### src/rtl/msgpass_rd_sched_if.sv
// Handshake and status bundle between the layer control / memory-share
// controller side (master) and the read scheduler (slave).
interface msgpass_rd_sched_if #(
    parameter int ADDR_WIDTH      = 3,
    parameter int DRC_NUM         = 1,
    parameter int STALL_CNT_WIDTH = 8
);
    logic                       start_i;
    logic                       stop_i;
    logic [ADDR_WIDTH-1:0]      base_addr_i;
    logic [ADDR_WIDTH-1:0]      last_addr_i;
    logic [DRC_NUM-1:0]         is_drc_i;
    logic [ADDR_WIDTH-1:0]      raddr_o;
    logic                       rd_issue_o;
    logic                       rdata_valid_o;
    logic                       rdata_last_o;
    logic                       busy_o;
    logic                       done_o;
    logic                       aborted_o;
    logic [STALL_CNT_WIDTH-1:0] stall_cnt_o;
    logic                       hold_err_o;

    modport master (
        output start_i, stop_i, base_addr_i, last_addr_i, is_drc_i,
        input  raddr_o, rd_issue_o, rdata_valid_o, rdata_last_o,
               busy_o, done_o, aborted_o, stall_cnt_o, hold_err_o
    );

    modport slave (
        input  start_i, stop_i, base_addr_i, last_addr_i, is_drc_i,
        output raddr_o, rd_issue_o, rdata_valid_o, rdata_last_o,
               busy_o, done_o, aborted_o, stall_cnt_o, hold_err_o
    );
endinterface

### src/rtl/msgpass_rd_sched.sv
// Read scheduler for message-pass buffer port A: walks a programmed address
// window one address per cycle, re-issues the current address while the
// memory-share controller flags a conflict, and produces read-data
// valid/last strobes aligned to the buffer read latency.
module msgpass_rd_sched #(
    parameter int ADDR_WIDTH      = 3,
    parameter int DRC_NUM         = 1,
    parameter int RD_LAT          = 1,
    parameter int MAX_HOLD        = 3,
    parameter int STALL_CNT_WIDTH = 8
) (
    input  logic                  sys_clk,
    input  logic                  rst,
    msgpass_rd_sched_if.slave     bus
);
    localparam int HC_W = $clog2(MAX_HOLD + 1);
    localparam int DC_W = $clog2(RD_LAT + 1);

    typedef enum logic [2:0] {
        S_IDLE,
        S_READ,
        S_HOLD,
        S_DRAIN,
        S_DONE
    } state_t;

    state_t                       state;
    logic [ADDR_WIDTH-1:0]        raddr;
    logic [ADDR_WIDTH-1:0]        last_q;
    logic                         rd_issue;
    logic                         busy;
    logic                         done;
    logic                         aborted;
    logic                         abort_q;
    logic [STALL_CNT_WIDTH-1:0]   stall_cnt;
    logic                         hold_err;
    logic [HC_W-1:0]              hold_cnt;
    logic [DC_W-1:0]              drain_cnt;
    logic [RD_LAT-1:0]            valid_sr;
    logic [RD_LAT-1:0]            last_sr;

    logic drc_any;
    logic at_last;
    logic hold_full;
    logic last_fire;

    // Saturating increment so a long conflict storm never wraps the counter.
    function automatic logic [STALL_CNT_WIDTH-1:0] sat_inc(input logic [STALL_CNT_WIDTH-1:0] v);
        return (&v) ? v : v + 1'b1;
    endfunction

    assign drc_any   = |bus.is_drc_i;
    assign at_last   = (raddr == last_q);
    assign hold_full = (hold_cnt == HC_W'(MAX_HOLD));

    // The issue of the last address that actually moves the window forward;
    // held repeats and aborted issues never mark the last beat.
    assign last_fire = at_last && !bus.stop_i &&
                       ((state == S_READ && !drc_any) ||
                        (state == S_HOLD && (!drc_any || hold_full)));

    // Control FSM with registered outputs.
    always_ff @(posedge sys_clk or posedge rst) begin
        if (rst) begin
            state     <= S_IDLE;
            raddr     <= '0;
            last_q    <= '0;
            rd_issue  <= 1'b0;
            busy      <= 1'b0;
            done      <= 1'b0;
            aborted   <= 1'b0;
            abort_q   <= 1'b0;
            stall_cnt <= '0;
            hold_err  <= 1'b0;
            hold_cnt  <= '0;
            drain_cnt <= '0;
        end else begin
            done <= 1'b0;
            case (state)
                S_IDLE: begin
                    if (bus.start_i) begin
                        raddr     <= bus.base_addr_i;
                        last_q    <= bus.last_addr_i;
                        stall_cnt <= '0;
                        hold_err  <= 1'b0;
                        abort_q   <= 1'b0;
                        aborted   <= 1'b0;
                        rd_issue  <= 1'b1;
                        busy      <= 1'b1;
                        state     <= S_READ;
                    end
                end
                S_READ, S_HOLD: begin
                    if (bus.stop_i) begin
                        abort_q   <= 1'b1;
                        rd_issue  <= 1'b0;
                        drain_cnt <= DC_W'(1);
                        state     <= S_DRAIN;
                    end else if (drc_any && (state == S_READ || !hold_full)) begin
                        hold_cnt  <= (state == S_READ) ? HC_W'(1) : hold_cnt + 1'b1;
                        stall_cnt <= sat_inc(stall_cnt);
                        state     <= S_HOLD;
                    end else begin
                        // Normal advance, or a forced one when the hold limit is hit.
                        if (drc_any) begin
                            hold_err <= 1'b1;
                        end
                        if (at_last) begin
                            rd_issue  <= 1'b0;
                            drain_cnt <= DC_W'(1);
                            state     <= S_DRAIN;
                        end else begin
                            raddr <= raddr + 1'b1;
                            state <= S_READ;
                        end
                    end
                end
                S_DRAIN: begin
                    if (drain_cnt == DC_W'(RD_LAT)) begin
                        done    <= 1'b1;
                        aborted <= abort_q;
                        state   <= S_DONE;
                    end else begin
                        drain_cnt <= drain_cnt + 1'b1;
                    end
                end
                S_DONE: begin
                    busy  <= 1'b0;
                    state <= S_IDLE;
                end
                default: begin
                    state <= S_IDLE;
                end
            endcase
        end
    end

    // Read-latency pipeline: valid and last travel with the buffer access.
    always_ff @(posedge sys_clk or posedge rst) begin
        if (rst) begin
            valid_sr <= '0;
            last_sr  <= '0;
        end else begin
            valid_sr[0] <= rd_issue;
            last_sr[0]  <= last_fire;
            for (int i = 1; i < RD_LAT; i++) begin
                valid_sr[i] <= valid_sr[i-1];
                last_sr[i]  <= last_sr[i-1];
            end
        end
    end

    assign bus.raddr_o       = raddr;
    assign bus.rd_issue_o    = rd_issue;
    assign bus.rdata_valid_o = valid_sr[RD_LAT-1];
    assign bus.rdata_last_o  = last_sr[RD_LAT-1];
    assign bus.busy_o        = busy;
    assign bus.done_o        = done;
    assign bus.aborted_o     = aborted;
    assign bus.stall_cnt_o   = stall_cnt;
    assign bus.hold_err_o    = hold_err;
endmodule

### src/flat_wrapper.sv
// flat-port wrapper written by rule: the top's interface ports become plain ports
module msgpass_rd_sched_flat 
#(
    parameter int ADDR_WIDTH      = 3,
    parameter int DRC_NUM         = 1,
    parameter int RD_LAT          = 1,
    parameter int MAX_HOLD        = 3,
    parameter int STALL_CNT_WIDTH = 8
)
  (sys_clk, rst, bus_start_i, bus_stop_i, bus_base_addr_i, bus_last_addr_i, bus_is_drc_i, bus_raddr_o, bus_rd_issue_o, bus_rdata_valid_o, bus_rdata_last_o, bus_busy_o, bus_done_o, bus_aborted_o, bus_stall_cnt_o, bus_hold_err_o);
  msgpass_rd_sched_if #(.ADDR_WIDTH(ADDR_WIDTH), .DRC_NUM(DRC_NUM), .STALL_CNT_WIDTH(STALL_CNT_WIDTH)) bus_i ();
  input  logic sys_clk;
  input  logic rst;
  input wire logic [$bits(bus_i.start_i)-1:0] bus_start_i;
  input wire logic [$bits(bus_i.stop_i)-1:0] bus_stop_i;
  input wire logic [$bits(bus_i.base_addr_i)-1:0] bus_base_addr_i;
  input wire logic [$bits(bus_i.last_addr_i)-1:0] bus_last_addr_i;
  input wire logic [$bits(bus_i.is_drc_i)-1:0] bus_is_drc_i;
  output wire logic [$bits(bus_i.raddr_o)-1:0] bus_raddr_o;
  output wire logic [$bits(bus_i.rd_issue_o)-1:0] bus_rd_issue_o;
  output wire logic [$bits(bus_i.rdata_valid_o)-1:0] bus_rdata_valid_o;
  output wire logic [$bits(bus_i.rdata_last_o)-1:0] bus_rdata_last_o;
  output wire logic [$bits(bus_i.busy_o)-1:0] bus_busy_o;
  output wire logic [$bits(bus_i.done_o)-1:0] bus_done_o;
  output wire logic [$bits(bus_i.aborted_o)-1:0] bus_aborted_o;
  output wire logic [$bits(bus_i.stall_cnt_o)-1:0] bus_stall_cnt_o;
  output wire logic [$bits(bus_i.hold_err_o)-1:0] bus_hold_err_o;
  assign bus_i.start_i = bus_start_i;
  assign bus_i.stop_i = bus_stop_i;
  assign bus_i.base_addr_i = bus_base_addr_i;
  assign bus_i.last_addr_i = bus_last_addr_i;
  assign bus_i.is_drc_i = bus_is_drc_i;
  assign bus_raddr_o = bus_i.raddr_o;
  assign bus_rd_issue_o = bus_i.rd_issue_o;
  assign bus_rdata_valid_o = bus_i.rdata_valid_o;
  assign bus_rdata_last_o = bus_i.rdata_last_o;
  assign bus_busy_o = bus_i.busy_o;
  assign bus_done_o = bus_i.done_o;
  assign bus_aborted_o = bus_i.aborted_o;
  assign bus_stall_cnt_o = bus_i.stall_cnt_o;
  assign bus_hold_err_o = bus_i.hold_err_o;
  msgpass_rd_sched #(.ADDR_WIDTH(ADDR_WIDTH), .DRC_NUM(DRC_NUM), .RD_LAT(RD_LAT), .MAX_HOLD(MAX_HOLD), .STALL_CNT_WIDTH(STALL_CNT_WIDTH)) u_core (.sys_clk(sys_clk), .rst(rst), .bus(bus_i));
endmodule
### config.mk
export PLATFORM = sky130hd
export DESIGN_NAME = msgpass_rd_sched_flat
export DESIGN_NICKNAME = d
export VERILOG_FILES = /design/src/rtl/msgpass_rd_sched_if.sv /design/src/rtl/msgpass_rd_sched.sv /design/src/flat_wrapper.sv
export SDC_FILE = /design/constraint.sdc
export NUM_CORES = 1
export LEC_CHECK = 0
export CAP_MARGIN = 20
export CELL_PAD_IN_SITES_DETAIL_PLACEMENT = 1
export CELL_PAD_IN_SITES_GLOBAL_PLACEMENT = 1
export CORE_UTILIZATION = 30
export CTS_CLUSTER_DIAMETER = 40
export DETAILED_ROUTE_END_ITERATION = 10
export PLACE_DENSITY_LB_ADDON = 0.1
export SETUP_SLACK_MARGIN = 0.15
export SYNTH_ARGS = -nofsm -noshare
export SYNTH_HDL_FRONTEND = slang
export SYNTH_SLANG_ARGS = --single-unit
### constraint.sdc
create_clock -name sys_clk -period 3.2 [get_ports sys_clk]
set_clock_uncertainty 0.05 [all_clocks]
set_input_delay 0.32 -clock sys_clk [delete_from_list [all_inputs] [get_ports sys_clk]]
set_output_delay 0.32 -clock sys_clk [all_outputs]
set_load 0.02 [all_outputs]
### After elaboration in Yosys (flattened, before gate mapping)

Index checks and enable logic that the tools add are counted.

* eq/ne operators: 17
* reduce and logical (&&, ||, !) cells: 29
* $add $sub $neg: 4
* bitwise logic cells: 1
* mux-type cells: 39

Operators by type and width (number)
* $mux 8: 4
* $mux 3: 8
* $mux 1: 16
* $pmux 8 s2: 1
* $reduce_and 5->1: 3
* $ne 2x2->1 const B: 7
* $pmux 1 s2: 6
* $reduce_and 3->1: 4
* $pmux 3 s3: 1
* $add 8x1->8 const B: 1
* $reduce_and 8->1: 1
* $reduce_bool 2->1: 4
* $eq 3x2->1 const B: 2
* $pmux 3 s2: 1
* $reduce_and 2->1: 3
* $logic_and 1x1->1: 5
* $mux 2: 2
* $ne 2x1->1 const B: 2
* $reduce_and 4->1: 1
* $add 3x1->3 const B: 1
* $eq 3x1->1 const B: 1
* $eq 3x3->1: 1
* $eq 3x3->1 const B: 1
* $logic_not 1->1: 3
* other kinds (9): 11

* output and inout bits: 18
* word-level logic and storage cells: 104
* input port bits: 11
* register bits after elaboration: 28

### Logic depth before layout (Yosys ltp)

* depth in word-level cells: 7
* depth in mapped cells: 6
* gate-level depth less buffers: 5

### Worst setup path after synthesis

No wires, ideal clock.

* path kind: register -> register
* from: reg u_core.stall_cnt[0], in the netlist u_core.bus.stall_cnt_o[0]
* to: reg u_core.stall_cnt[7], in the netlist u_core.bus.stall_cnt_o[7]
* data required time: 3.031 ns
* data arrival time: 1.775 ns
* clock period less this slack: 1.945 ns
* stages on the path, launching flop included: 6
* library setup time: 0.119 ns
* slack: 1.255 ns
* path buffers: 0
* cells stage by stage: dfrtp_1 -> ha_1 -> and3_1 -> a2111oi_0 -> o211ai_1 -> a21bo_2

* word-level cells in the longest chain between the ends: 5
* elaborated cells between the ends (all ways): 8
* classes of those cells: 1 x add/sub; 1 x eq/ne; 4 x mux; 2 x reduce/logical

Ends and longest elaborated chain
* start: declaration: RTL line msgpass_rd_sched.sv:35 `logic [STALL_CNT_WIDTH-1:0] stall_cnt;`
* start signal: assignment: RTL line msgpass_rd_sched.sv:101 `stall_cnt <= sat_inc(stall_cnt);`
* $add 8x1->8: RTL line msgpass_rd_sched.sv:49 `return (&v) ? v : v + 1'b1;`
* $mux 8: RTL line msgpass_rd_sched.sv:49
* $mux 8: RTL line msgpass_rd_sched.sv:99 `end else if (drc_any && (state == S_READ || !hold_full)) begin`
* $mux 8: RTL line msgpass_rd_sched.sv:94 `if (bus.stop_i) begin`
* $pmux 8 s2: RTL line msgpass_rd_sched.sv:79 `case (state)`

Parallel ways exist; a longest one is shown, timed or not. The select of a mux whose other input is x is not followed.
A chain may end at the register's enable or synchronous reset.

### Worst setup path after layout

* from: reg u_core.state[0]
* to: reg u_core.stall_cnt[3], in the netlist u_core.bus.stall_cnt_o[3]

* word-level cells in the longest chain between the ends: 5
* elaborated cells between the ends (all ways): 13
* classes of those cells: 6 x eq/ne; 1 x mux; 6 x reduce/logical

Ends and longest elaborated chain
* start: declaration: RTL line msgpass_rd_sched.sv:27 `state_t state;`
* start signal: assignment: RTL line msgpass_rd_sched.sv:65 `state <= S_IDLE;`
* start signal: assignment: RTL line msgpass_rd_sched.sv:90 `state <= S_READ;`
* start signal: assignment: RTL line msgpass_rd_sched.sv:98 `state <= S_DRAIN;`
* $eq 3x1->1: RTL line msgpass_rd_sched.sv:79, msgpass_rd_sched.sv:99
* $logic_or 1x1->1: RTL line msgpass_rd_sched.sv:99
* $logic_and 1x1->1: RTL line msgpass_rd_sched.sv:99
* $ne 2x1->1 (no line)
* $reduce_and 5->1 (no line)

Parallel ways exist; a longest one is shown, timed or not.

==> out/results.ini <==
[status]
status=complete, no violations

[synthesis]
syn_area_mm2=0.00156
seq_area_frac_synth=0.451
synthCells=167
yosys_warnings=0
synth_seq_cells=28
synth_ff_type=dfrtp_1
syn-num-nets=181
syn_avg_cell_area_um2=9.31
async_flop_share=1.00
yosysUniqueCellTypes=48
synth_edf_count=0

[detailed_routing]
ant_nets=0
dr.pass1.iters=4
wire_per_inst_um=15.6
drtIter0Drc=62
via_per_inst=5.35
wirelength_um=4050
num_vias=1392
drc=0

[final_layout]
drive_gt1_frac=0.0777
fin_nets=208
diodes=0
instances_no_fill=260
mostFrequentLayoutCells=28 x clkdlybuf4s50_1, 28 x dfrtp_1, 19 x nand2_1, 9 x a21oi_1, 9 x nor2_1
area_growth_pct=25.7

[timing]
tightest_slew_ns=0.628
drv_slew=0
hold_viol_final=0
slew_headroom=0.580
period_share=0.673
rsz0062_at_grt=false
setup_ws_ns=1.05
fmax_mhz=464
finalSetupViolCount=0
fin_crit_ns=2.15
finalSetupTns_ns=0

[grt]
grt_max_degree=29
grt_overflow_total=0
grt_pass1_wl_um=6690
antenna_found_initial=0
first_global_vias=1368
grtUsageTotal=0.158

[placement]
numPortBuffers=28
post-place-ws_ns=0.894
gp_congestion=0.797
placed_cells=256
place_hpwl_um=3030

[power_and_ir_drop]
ir_drop_uv=355
clockPowerShare=0.120
intPower_mw=1.00
pwr-share-seq=0.356
power.net_switching_uw=848
p_sw_frac=0.458
p_leak_nw=0.785
powerDensity_mw_per_mm2=948
p_comb_frac=0.525

[critical_path]
cp-end-kind=flop
path_buf_inv=0
crit_required_ns=3.33
slowest_stage=dfrtp_1
max_stage_delay_ns=0.68
cp_max_fo=16
worst_setup_path_start_kind=flop
crit_family=simple AND/OR/NAND/NOR gates
crit_type=flop to flop
crit_path_cell_trace=xnor2_1 > nor2_1 > nand3_1 > o32ai_1
arrival_ns=2.28

[clock_tree]
root_buffer=clkbuf_8
hold_buffers=0
post_cts_buffers=0
cts_sinks=28
clockBufferDepth=2
htree_levels=1
cts_resized=0
clk_latency_ns=0.27
numCtsBuffers=3
tritoncts=done
cts.clk_slew.worst_paths_ns=0.10

[floorplanning]
initial_core_util=0.321
dieArea_mm2=0.00548
pin_count=29
num_rows=25
coreArea_mm2=0.00485
die_h_um=74
die_x_um=74

[worst_hold_path]
hold_path_class=input port to asynchronous set/reset pin

[flow_run]
cap_violations=0

## layer usage
metal	vias up	GRT usage	routed length [um]
met2	17	0.256	1850
met4	0	0.0321	17
li1	679	-	-
met1	694	0.227	2090
met5	-	0	0
met3	2	0.0203	94
## path summary, 6_finish.rpt
check / from / endpoint / slack (ns) / cells after the start
max in group asynchronous: rst / u_core.bus.raddr_o[2] / 2.48 / 3
min in group sys_clk: u_core.bus.rd_issue_o / u_core.bus.rdata_valid_o / 0.39 / 0
min: rst / u_core.bus.stall_cnt_o[7] / 0.35 / 3
min reg2reg: u_core.bus.rd_issue_o / u_core.bus.rdata_valid_o / 0.39 / 0
max: u_core.state[0] / u_core.bus.stall_cnt_o[3] / 1.05 / 4
max reg2reg: u_core.state[0] / u_core.bus.stall_cnt_o[3] / 1.05 / 4
## cell usage after synthesis (all sizes together) (3+ instances only)
master  number  share of area
and3         4          0.016
o21ai        8          0.026
nand2       19          0.046
nor3         6          0.023
nand4        4          0.016
nor2         9          0.022
o211ai       3          0.014
inv          8          0.019
dfrtp       28           0.45
a21oi       10          0.035
a31oi        4          0.016
ha           3          0.024
nor2b        3          0.012
xnor2        4          0.023
nand3        8          0.026
clkbuf       5          0.012
o31ai        4          0.019
## state kept, by name, indices dropped and copies added, names as in the netlist
signal	cells
u_core.bus.rdata_valid_o	1
u_core.bus.hold_err_o	1
u_core.bus.done_o	1
u_core.bus.aborted_o	1
u_core.bus.stall_cnt_o	8
u_core.bus.rdata_last_o	1
u_core.drain_cnt	1
u_core.bus.busy_o	1
u_core.last_q	3
u_core.state	3
u_core.bus.raddr_o	3
u_core.bus.rd_issue_o	1
u_core.abort_q	1
u_core.hold_cnt	2
## layout make-up
cell class                      count  area [um2]
Clock buffer                        4        55.1
Fill cell                         567        2890
Inverter                            8        30.0
Multi-Input combinational cell    124         797
Sequential cell                    28         701
Tap cell                           67        83.8
Timing Repair Buffer               29         288
## cells by family after synthesis
| group | Yosys count | synth area share |
|---|---|---|
| buffers and inverters | 15 | 0.0370 |
| adders and majority gates | 3 | 0.0241 |
| xor gates and xnor gates | 4 | 0.0225 |
| AOI/OAI and AO/OA | 50 | 0.230 |
| and+or+nand+nor | 66 | 0.229 |
| DFF | 28 | 0.451 |
| muxes | 1 | 0.00644 |
## worst min-delay path, cell delays in order
cell and delay (ns):
clkdlybuf4s50_1 0.39, inv_1 0.05, buf_4 0.33
## power by group through the flow
stage / Sequential (mW) / Clock, mW / Combinational [mW]
after floorplan: 0.658 / 0 / 0.643
after global placement: 0.657 / 0 / 0.961
after detailed placement: 0.665 / 0 / 0.979
after CTS: 0.659 / 0.236 / 0.983
after global routing: 0.683 / 0.248 / 1.08
final: 0.659 / 0.221 / 0.972
## per-stage QoR
step           area [um2]   util  power [mW]  hold WS, ns
2_1_floorplan        1560      -        1.30        0.335
3_3_place_gp         1900  0.392        1.62        0.367
3_5_place_dp         1900  0.392        1.64        0.370
4_1_cts              1950  0.403        1.88        0.372
5_1_grt              1950  0.403        2.01        0.411
6_report             1950  0.403        1.85        0.353
Note: power is estimated with default switching activity, not from simulation.
